`src/rtl/bg_theme_pkg.sv`:
```
// rtl/bg_theme_pkg.sv - shared types, theme table and channel step helpers for the theme controller
package bg_theme_pkg;

  typedef struct packed {
    logic [2:0] r;
    logic [2:0] g;
    logic [1:0] b;
  } rgb332_t;

  typedef struct packed {
    rgb332_t    bg;
    rgb332_t    border;
    logic [5:0] width;
  } theme_t;

  typedef enum logic {
    IDLE,
    FADE
  } fsm_t;

  localparam logic [7:0] FLASH_COLOR_DEFAULT = 8'hFC;

  localparam theme_t THEME_TABLE [4] = '{
    {8'h1F, 8'hE3, 6'd20},
    {8'h02, 8'h49, 6'd12},
    {8'h24, 8'h92, 6'd28},
    {8'hF4, 8'h6D, 6'd16}
  };

  // Move one unit toward the target; an equal channel stays put, so no wrap is possible.
  function automatic logic [2:0] step_toward3(input logic [2:0] c, input logic [2:0] t);
    if (c < t)      return c + 3'd1;
    else if (c > t) return c - 3'd1;
    else            return c;
  endfunction

  function automatic logic [1:0] step_toward2(input logic [1:0] c, input logic [1:0] t);
    if (c < t)      return c + 2'd1;
    else if (c > t) return c - 2'd1;
    else            return c;
  endfunction

endpackage

```
`src/rtl/rgb332_stepper.sv`:
```
// rtl/rgb332_stepper.sv - one fade step of an RGB332 colour toward its target
module rgb332_stepper
  import bg_theme_pkg::*;
(
  input  logic [7:0] cur,
  input  logic [7:0] tgt,
  output logic [7:0] next,
  output logic       equal
);

  rgb332_t c;
  rgb332_t t;
  rgb332_t n;

  assign c = cur;
  assign t = tgt;

  always_comb begin
    n   = c;
    n.r = step_toward3(c.r, t.r);
    n.g = step_toward3(c.g, t.g);
    n.b = step_toward2(c.b, t.b);
  end

  assign next  = n;
  assign equal = (cur == tgt);

endmodule

```
`src/rtl/bg_theme_controller.sv`:
```
// rtl/bg_theme_controller.sv - frame-synchronous background/border theme fader with border flash overlay
module bg_theme_controller
  import bg_theme_pkg::*;
#(
  parameter int         STEP_FRAMES  = 2,
  parameter int         BLINK_FRAMES = 8,
  parameter int         FLASH_BLINKS = 3,
  parameter logic [7:0] FLASH_COLOR  = FLASH_COLOR_DEFAULT
) (
  input  logic       clk,
  input  logic       resetN,
  input  logic       startOfFrame,
  input  logic       theme_req,
  input  logic [1:0] theme_id,
  input  logic       flash_req,
  output logic       theme_ack,
  output logic       busy,
  output logic [7:0] bg_color,
  output logic [7:0] border_color,
  output logic [5:0] border_width
);

  localparam logic [7:0] STEP_LAST = 8'(STEP_FRAMES - 1);
  localparam logic [7:0] BLINK_LEN = 8'(BLINK_FRAMES);
  localparam logic [7:0] BLINKS    = 8'(FLASH_BLINKS);

  fsm_t       state;
  theme_t     sel;
  logic [7:0] tgt_bg, tgt_border;
  logic [5:0] tgt_width;
  logic [7:0] fade_bg, fade_border;
  logic [7:0] frame_cnt;
  logic       first_sof;

  logic       flash_active, flash_on;
  logic [7:0] blink_cnt, phase_cnt;

  logic [7:0] bg_step, bd_step;
  logic       bg_eq, bd_eq;

  logic [7:0] bg_n, bd_n, cnt_n;
  logic       fade_done;
  logic       f_active_n, f_on_n;
  logic [7:0] blink_n, phase_n;
  logic       overlay;

  assign sel      = THEME_TABLE[theme_id];
  assign bg_color = fade_bg;

  rgb332_stepper u_bg_step (
    .cur   (fade_bg),
    .tgt   (tgt_bg),
    .next  (bg_step),
    .equal (bg_eq)
  );

  rgb332_stepper u_border_step (
    .cur   (fade_border),
    .tgt   (tgt_border),
    .next  (bd_step),
    .equal (bd_eq)
  );

  always_comb begin
    bg_n      = fade_bg;
    bd_n      = fade_border;
    cnt_n     = frame_cnt;
    fade_done = 1'b0;
    if (state == FADE && startOfFrame) begin
      if (bg_eq && bd_eq) begin
        fade_done = 1'b1;
      end else if (frame_cnt == STEP_LAST) begin
        bg_n  = bg_step;
        bd_n  = bd_step;
        cnt_n = 8'd0;
      end else begin
        cnt_n = frame_cnt + 8'd1;
      end
    end
  end

  // phase_cnt==0 marks a freshly (re)loaded flash that has not reached its first SOF yet.
  always_comb begin
    f_active_n = flash_active;
    f_on_n     = flash_on;
    blink_n    = blink_cnt;
    phase_n    = phase_cnt;
    if (flash_req) begin
      f_active_n = 1'b1;
      f_on_n     = 1'b1;
      blink_n    = BLINKS;
      phase_n    = 8'd0;
    end else if (startOfFrame && flash_active) begin
      if (phase_cnt == 8'd0) begin
        phase_n = 8'd1;
      end else if (phase_cnt == BLINK_LEN) begin
        phase_n = 8'd1;
        if (flash_on) begin
          f_on_n  = 1'b0;
          blink_n = blink_cnt - 8'd1;
          if (blink_cnt == 8'd1) f_active_n = 1'b0;
        end else begin
          f_on_n = 1'b1;
        end
      end else begin
        phase_n = phase_cnt + 8'd1;
      end
    end
    overlay = flash_req ? (flash_active && flash_on && phase_cnt != 8'd0)
                        : (f_active_n && f_on_n && phase_n != 8'd0);
  end

  always_ff @(posedge clk) begin
    if (!resetN) begin
      state        <= IDLE;
      tgt_bg       <= THEME_TABLE[0].bg;
      tgt_border   <= THEME_TABLE[0].border;
      tgt_width    <= THEME_TABLE[0].width;
      fade_bg      <= THEME_TABLE[0].bg;
      fade_border  <= THEME_TABLE[0].border;
      border_color <= THEME_TABLE[0].border;
      border_width <= THEME_TABLE[0].width;
      frame_cnt    <= 8'd0;
      first_sof    <= 1'b0;
      flash_active <= 1'b0;
      flash_on     <= 1'b0;
      blink_cnt    <= 8'd0;
      phase_cnt    <= 8'd0;
      theme_ack    <= 1'b0;
      busy         <= 1'b0;
    end else begin
      theme_ack    <= 1'b0;
      flash_active <= f_active_n;
      flash_on     <= f_on_n;
      blink_cnt    <= blink_n;
      phase_cnt    <= phase_n;
      if (startOfFrame) border_color <= overlay ? FLASH_COLOR : bd_n;
      case (state)
        IDLE: begin
          if (theme_req) begin
            tgt_bg     <= sel.bg;
            tgt_border <= sel.border;
            tgt_width  <= sel.width;
            frame_cnt  <= 8'd0;
            first_sof  <= 1'b1;
            busy       <= 1'b1;
            state      <= FADE;
          end
        end
        FADE: begin
          if (startOfFrame) begin
            first_sof   <= 1'b0;
            if (first_sof) border_width <= tgt_width;
            fade_bg     <= bg_n;
            fade_border <= bd_n;
            frame_cnt   <= cnt_n;
            if (fade_done) begin
              theme_ack <= 1'b1;
              busy      <= 1'b0;
              state     <= IDLE;
            end
          end
        end
        default: state <= IDLE;
      endcase
    end
  end

endmodule
```
`config.mk`:
```
export PLATFORM = sky130hd
export DESIGN_NAME = bg_theme_controller
export DESIGN_NICKNAME = d
export VERILOG_FILES = /design/src/rtl/bg_theme_pkg.sv /design/src/rtl/rgb332_stepper.sv /design/src/rtl/bg_theme_controller.sv
export SDC_FILE = /design/constraint.sdc
export NUM_CORES = 1
export LEC_CHECK = 0
export ABC_AREA = 1
export CAP_MARGIN = 15
export CORE_AREA = 2 2 102 104
export CTS_CLUSTER_DIAMETER = 200
export DETAILED_ROUTE_END_ITERATION = 10
export DIE_AREA = 0 0 104 106
export GPL_TIMING_DRIVEN = 0
export PLACE_DENSITY = 0.61
export SYNTH_ARGS = -nofsm -noshare
export SYNTH_HDL_FRONTEND = slang
export SYNTH_SLANG_ARGS = --single-unit
```
`constraint.sdc`:
```
create_clock -name clk -period 3.06 [get_ports clk]
set_input_delay 0.612 -clock clk [delete_from_list [all_inputs] [get_ports clk]]
set_output_delay 0.612 -clock clk [all_outputs]
set_load 0.05 [all_outputs]
```
---- Word level (Yosys, flattened, before mapping) ----
Index checks and enable logic that the tools add are counted.
cells by class
  add/sub/neg operators ................... 15
  multipliers ............................. 0
  divide/modulo/power cells ............... 0
  $lt $le $gt $ge ......................... 13
  eq/ne operators ......................... 11
  shift operators ......................... 0
  mux-type cells .......................... 59
  bitwise operators ....................... 5
  reductions and logical operators ........ 29
operator list
  operator                                             count
  two-way mux 8 bit                                    13
  binary-select mux 22 bit (select 2 bit)              1
  two-way mux 22 bit                                   2
  two-way mux 3 bit                                    8
  two-way mux 1 bit                                    22
  two-way mux 2 bit                                    9
  AND reduction 6 bit                                  3
  adder 8 x 1 -> 8 bit, second input constant          2
  equality test 8 x 1 -> 1 bit, second input constant  2
  equality test 8 bit                                  2
  case mux 8 bit (2 select lines)                      1
  nonzero test 8 bit                                   2
  adder 3 x 1 -> 3 bit, second input constant          4
  > comparator 3 bit                                   4
  < comparator 3 bit                                   4
  AND reduction 4 bit                                  3
  nonzero test 2 bit                                   6
  subtractor 3 x 1 -> 3 bit, second input constant     4
  AND reduction 3 bit                                  3
  equality test 8 x 4 -> 1 bit, second input constant  1
  logical NOT 8 bit                                    1
  != test 2 bit, second input constant                 4
  subtractor 8 x 1 -> 8 bit, second input constant     1
  logical AND 1 bit                                    7
  11 further kinds                                     23
storage, ports and cells
  flip-flop bits (word level) ............. 82
  latch bits .............................. 0
  memory bits (writable) .................. 0
  ROM bits ................................ 0
  logic and storage cells ................. 151
  memories kept ........................... 0

---- Longest topological paths before layout ----
  word-level depth ........................ 11
  depth in mapped cells ................... 15
  mapped depth without buffers ............ 15

---- Modules after synthesis ----
A second synthesis with hierarchy kept.
unflattened totals
  cell total of the unflattened synthesis .. 617
  area, all modules ....................... 4,249.1 um^2
modules (own cells, without submodules)
  module               times used  cells an instance  area each (um^2)  seq. area each (um^2)
  bg_theme_controller  1           439                3,230.6           1,381.3
  rgb332_stepper       2           89                 509.2             0.0

---- Least setup slack after synthesis ----
No wires, ideal clock.
  path kind ............................... reg-to-reg
  start ................................... reg fade_bg[6], in the netlist bg_color[6]
  end ..................................... reg fade_bg[7], in the netlist bg_color[7]
  data arrival time ....................... 2.065 ns
  required time ........................... 2.941 ns
  slack ................................... 0.876 ns
  cell stages (with the launch flop) ...... 9
  period minus slack after synthesis ...... 2.184 ns
  path through ............................ dfxtp_1 -> ha_1 -> nand2_1 -> o21ai_0 -> fa_1 -> xor2_1 -> nand3_1 -> o21ai_0 -> a21oi_1
on the way
  cells in the longest elaborated chain, start to end .. 4
  elaborated cells between the ends (all ways) .. 11
ends and longest elaborated chain
  what                                                        line                        source
  start: declaration                                          bg_theme_controller.sv:31   logic [7:0] fade_bg, fade_border;
  start signal: assignment                                    bg_theme_controller.sv:119  fade_bg <= THEME_TABLE[0].bg;
  start signal: assignment                                    bg_theme_controller.sv:154  fade_bg <= bg_n;
  branches (longest 4 deep; another with > comparator 3 bit)  -
Several ways; the timed one is not identified. The select of a mux whose other input is x is not followed.
A chain may end at the register's enable or synchronous reset.

---- Worst setup path in the final report ----
  start ................................... in startOfFrame
  end ..................................... reg border_color[3]
on the way
  cells in the longest elaborated chain, start to end .. 7
  elaborated cells between the ends (all ways) .. 14
ends and longest elaborated chain
  what                                                     line                        source
  start: declaration                                       bg_theme_controller.sv:12   input logic startOfFrame,
  logical AND 1 bit                                        bg_theme_controller.sv:93   end else if (startOfFrame && flash_active) begin
  two-way mux 8 bit or two-way mux 1 bit (tied branches)   bg_theme_controller.sv:93
  two-way mux 8 bit or two-way mux 1 bit (tied branches)   bg_theme_controller.sv:88   if (flash_req) begin
  nonzero test 8 bit or logical AND 1 bit (tied branches)  bg_theme_controller.sv:110  : (f_active_n && f_on_n && phase_n != 8'd0);
  logical AND 1 bit                                        bg_theme_controller.sv:110
  two-way mux 1 bit                                        bg_theme_controller.sv:109  overlay = flash_req ? (flash_active && flash_on && phase_cnt != 8'd0)
  two-way mux 8 bit                                        bg_theme_controller.sv:137  if (startOfFrame) border_color <= overlay ? FLASH_COLOR : bd_n;
  end signal: assignment                                   bg_theme_controller.sv:121  border_color <= THEME_TABLE[0].border;
  end signal: assignment                                   bg_theme_controller.sv:137
  end: declaration                                         bg_theme_controller.sv:19   output logic [7:0] border_color,
Several ways; a longest one is shown, not always the timed one.

==> results.md <==
- Routed wire length: 8810 um
- Congestion Overflow GR: 0
- Pwr dens: 433 nW/um^2
- Fin worst setup slack: 0.742 ns
- Slowest cell delay on critical path: 0.52 ns
- Area of the die: 11,000 um^2
- Max cap viols: 0
- CP max stage cell: clkdlybuf4s50_1
- CP Cell Sequence: clkdlybuf4s50_1 > buf_2 > nand2_1 > inv_1 > nand3_2 > inv_2 > nand2_1 > a21oi_1 > nand3_1 > nand2_1 > inv_1
- CP Launch Type: input pin
- Final min period: 2.32 ns
- Synth warn: 0
- Clock latency on the worst-skew pair: 0.35 ns
- Post-DR vias/cell: 4.77
- Largest net degree at the start of global routing: 12
- Gr usage total: 17.0%
- I/O pin count: 31
- DRT Pass-1 Iters: 4
- Peak Freq: 431 MHz
- WL/cell: 11.9 um
- Post-route DRC: 0
- Final setup viols: 0
- Type of the tightest min-delay check: flop to flop
- CP required: 3.31 ns
- Most common cell after layout, fill and taps aside: nand2_1
- Clock root buffer: clkbuf_8
- Syn Inst Count: 558
- CTS Hold Bufs: 0
- Area of the multi-input gates: 2140 um^2
- Register area share after synthesis: 35.8%
- CP Capture Type: flop
- ANT cells: 0
- Mean Syn Cell Area: 6.92 um^2
- Placed cell count: 722
- Critical path's top delay family: buffers and inverters
- Hpwl dp: 6820 um
- Critical path's most frequent cell: nand2_1
- VDD IR max: 0.195 mV
- Cts bufs inserted: 9
- CP Launch Point: startOfFrame
- RePlAce Congestion: 0.845
- CTS resizes: 0
- Final TNS setup: 0 ns
- Yosys cell types: 39
- Status: finished, final reports clean
- Part of the cycle the worst path needs: 75.7%
- Hold Vio Cnt, Final: 0
- RR Startpoint: fade_border[2]
- Register Area: 1380 um^2
- Initial antenna violation count: 0
- Final clock skew: 0.00722 ns
- TritonCTS clock tree: yes
- Buf/Inv on CP: 5
- Leakage: 2.16 nW
- Synthesized cell area: 3860 um^2
- Nets@finish: 638
- Unrepaired setup endpoints after global routing: false
- Layout area overhead: 15.4%
- H-tree depth: 3
- Most frequent cells in the layout: nand2_1 (132), inv_1 (73), dfxtp_1 (69), nor2_1 (66), a21oi_1 (45)
- First-pass GRT wire length: 15,200 um
- Fin cells: 738
- Number of fill cells in the layout: 1,099
- WS Path Type: input pin to flop
- Slew @ Worst Pin: 0.609 ns
- Synth Register Bits: 69
- Initial core utilization: 38.6%
- Slew HR: 59.4%
- Die width: 104 um
- Port bufs: 26
- Slew Viols, Final: 0
- DRT iter0 DRCs: 119
- Antenna viol nets, final: 0
- Clock Path Buffers: 2
- Vias in the first global route: 3,411
- Vias: 3,519
- Crit path max fanout: 10
- Clock transition at path regs: 0.07 ns
- Clock sink count: 69
- Setup WS pre-CTS: 0.348 ns
- Share of the core filled with cells: 44.6%
- Share of cells above drive strength 1: 5.48%
- Setup bufs post-CTS: 0
- Min-delay src: frame_cnt[7]
- Worst EP arrival: 2.56 ns
- Row Count: 37
- Die height: 106 um
- Core area: 10000 um^2
routing by layer:
metal	up-vias	GRT usage, %	share of wire, %
met4	0	6.08	1.2
met5	-	0	0
met1	1610	20.0	46
met2	45	30.9	50
li1	1856	-	-
met3	8	3.43	2.9
cell usage after synthesis:
cell | instances | area (um^2)
nor2_8 | 1 | 20.0
or2_2 | 1 | 6.26
o211ai_1 | 1 | 7.51
o21bai_1 | 3 | 22.5
nor2_2 | 2 | 12.5
o21ai_0 | 26 | 130
nand3_2 | 2 | 20.0
nor3_1 | 11 | 55.1
a31oi_1 | 1 | 6.26
nor3b_1 | 1 | 7.51
and3_1 | 1 | 6.26
nand3b_1 | 2 | 15.0
o21a_1 | 1 | 7.51
a21boi_0 | 1 | 7.51
inv_1 | 73 | 274
nor2_1 | 66 | 248
nand2_1 | 132 | 495
inv_2 | 5 | 18.8
nor2_4 | 2 | 22.5
xor2_1 | 6 | 52.6
o31ai_1 | 1 | 7.51
buf_4 | 3 | 22.5
fa_1 | 2 | 40.0
buf_2 | 1 | 5.00
xnor2_1 | 1 | 8.76
a21oi_1 | 45 | 225
nand2_4 | 1 | 11.3
clkinv_1 | 1 | 3.75
or2_0 | 1 | 6.26
clkbuf_1 | 8 | 30.0
nand4_1 | 5 | 31.3
dfxtp_1 | 69 | 1380
or2_1 | 1 | 6.26
nand3_1 | 44 | 220
nand2_2 | 1 | 6.26
o2111ai_1 | 1 | 8.76
conb_1 | 1 | 3.75
o21ai_1 | 2 | 10.0
ha_1 | 32 | 400
worst reg2reg max path, delay by kind of cell, from the launching register on:
family | cells | cell delay [ns]
AO/OA/AOI/OAI | 2 | 0.23
adder cells (fa/ha/maj) | 1 | 0.30
buffers and inverters | 2 | 0.24
AND/OR/NAND/NOR | 8 | 0.92
flip-flops | 1 | 0.37
through the flow:
| step | total power [W] | hold WS (ns) | instance area (um^2) |
|---|---|---|---|
| 2_1_floorplan | 0.00122 | 0.441 | 3870 |
| 3_3_place_gp | 0.00131 | 0.449 | 4300 |
| 3_5_place_dp | 0.00132 | 0.451 | 4300 |
| 4_1_cts | 0.00196 | 0.466 | 4460 |
| 5_1_grt | 0.00204 | 0.496 | 4460 |
| 6_report | 0.00193 | 0.465 | 4460 |
kinds of logic (layout without fill, tap and decap cells):
group                    count (synthesis)  in the layout  share of synthesized area, %
XOR/XNOR                                 7              7                          1.59
other                                    1              3                        0.0971
adder cells (fa/ha/maj)                 34             34                          11.4
buffers and inverters                   91            133                          9.16
AO/OA/AOI/OAI                           82             82                          11.2
AND/OR/NAND/NOR                        274            274                          30.8
flip-flops                              69             69                          35.8
state kept, by name, summed over array words and instances, names as in the netlist:
name,flops
tgt_bg,6
busy,1
first_sof,1
phase_cnt,8
bg_color,8
fade_border,8
theme_ack,1
flash_active,1
tgt_width,2
border_width,3
flash_on,1
border_color,8
state,1
frame_cnt,8
blink_cnt,8
tgt_border,4
report_power, final:
group	internal (W)	total, W	switching, W
sequential	0.000930	0.000952	0.0000219
clock	0.000289	0.000636	0.000347
combinational	0.000112	0.000344	0.000232
total	0.00133	0.00193	0.000601
cell type report:
class / instances / area share (%)
buffer: 12 / 1.29
tap: 136 / 3.81
inverter: 79 / 6.65
multi-input combinational: 400 / 47.9
clock inverter: 5 / 0.617
timing repair buffer: 26 / 5.83
clock buffer: 11 / 2.95
sequential: 69 / 31.0
final timing paths:
path                          end  slack, ns  depth (start not counted)
setup / recovery  border_color[3]       0.74                         11
hold reg to reg      frame_cnt[7]       0.47                          2
setup reg to reg      bg_color[4]       0.89                         13
hold / removal       frame_cnt[7]       0.47                          2
Note: power is estimated with default switching activity, not from simulation.
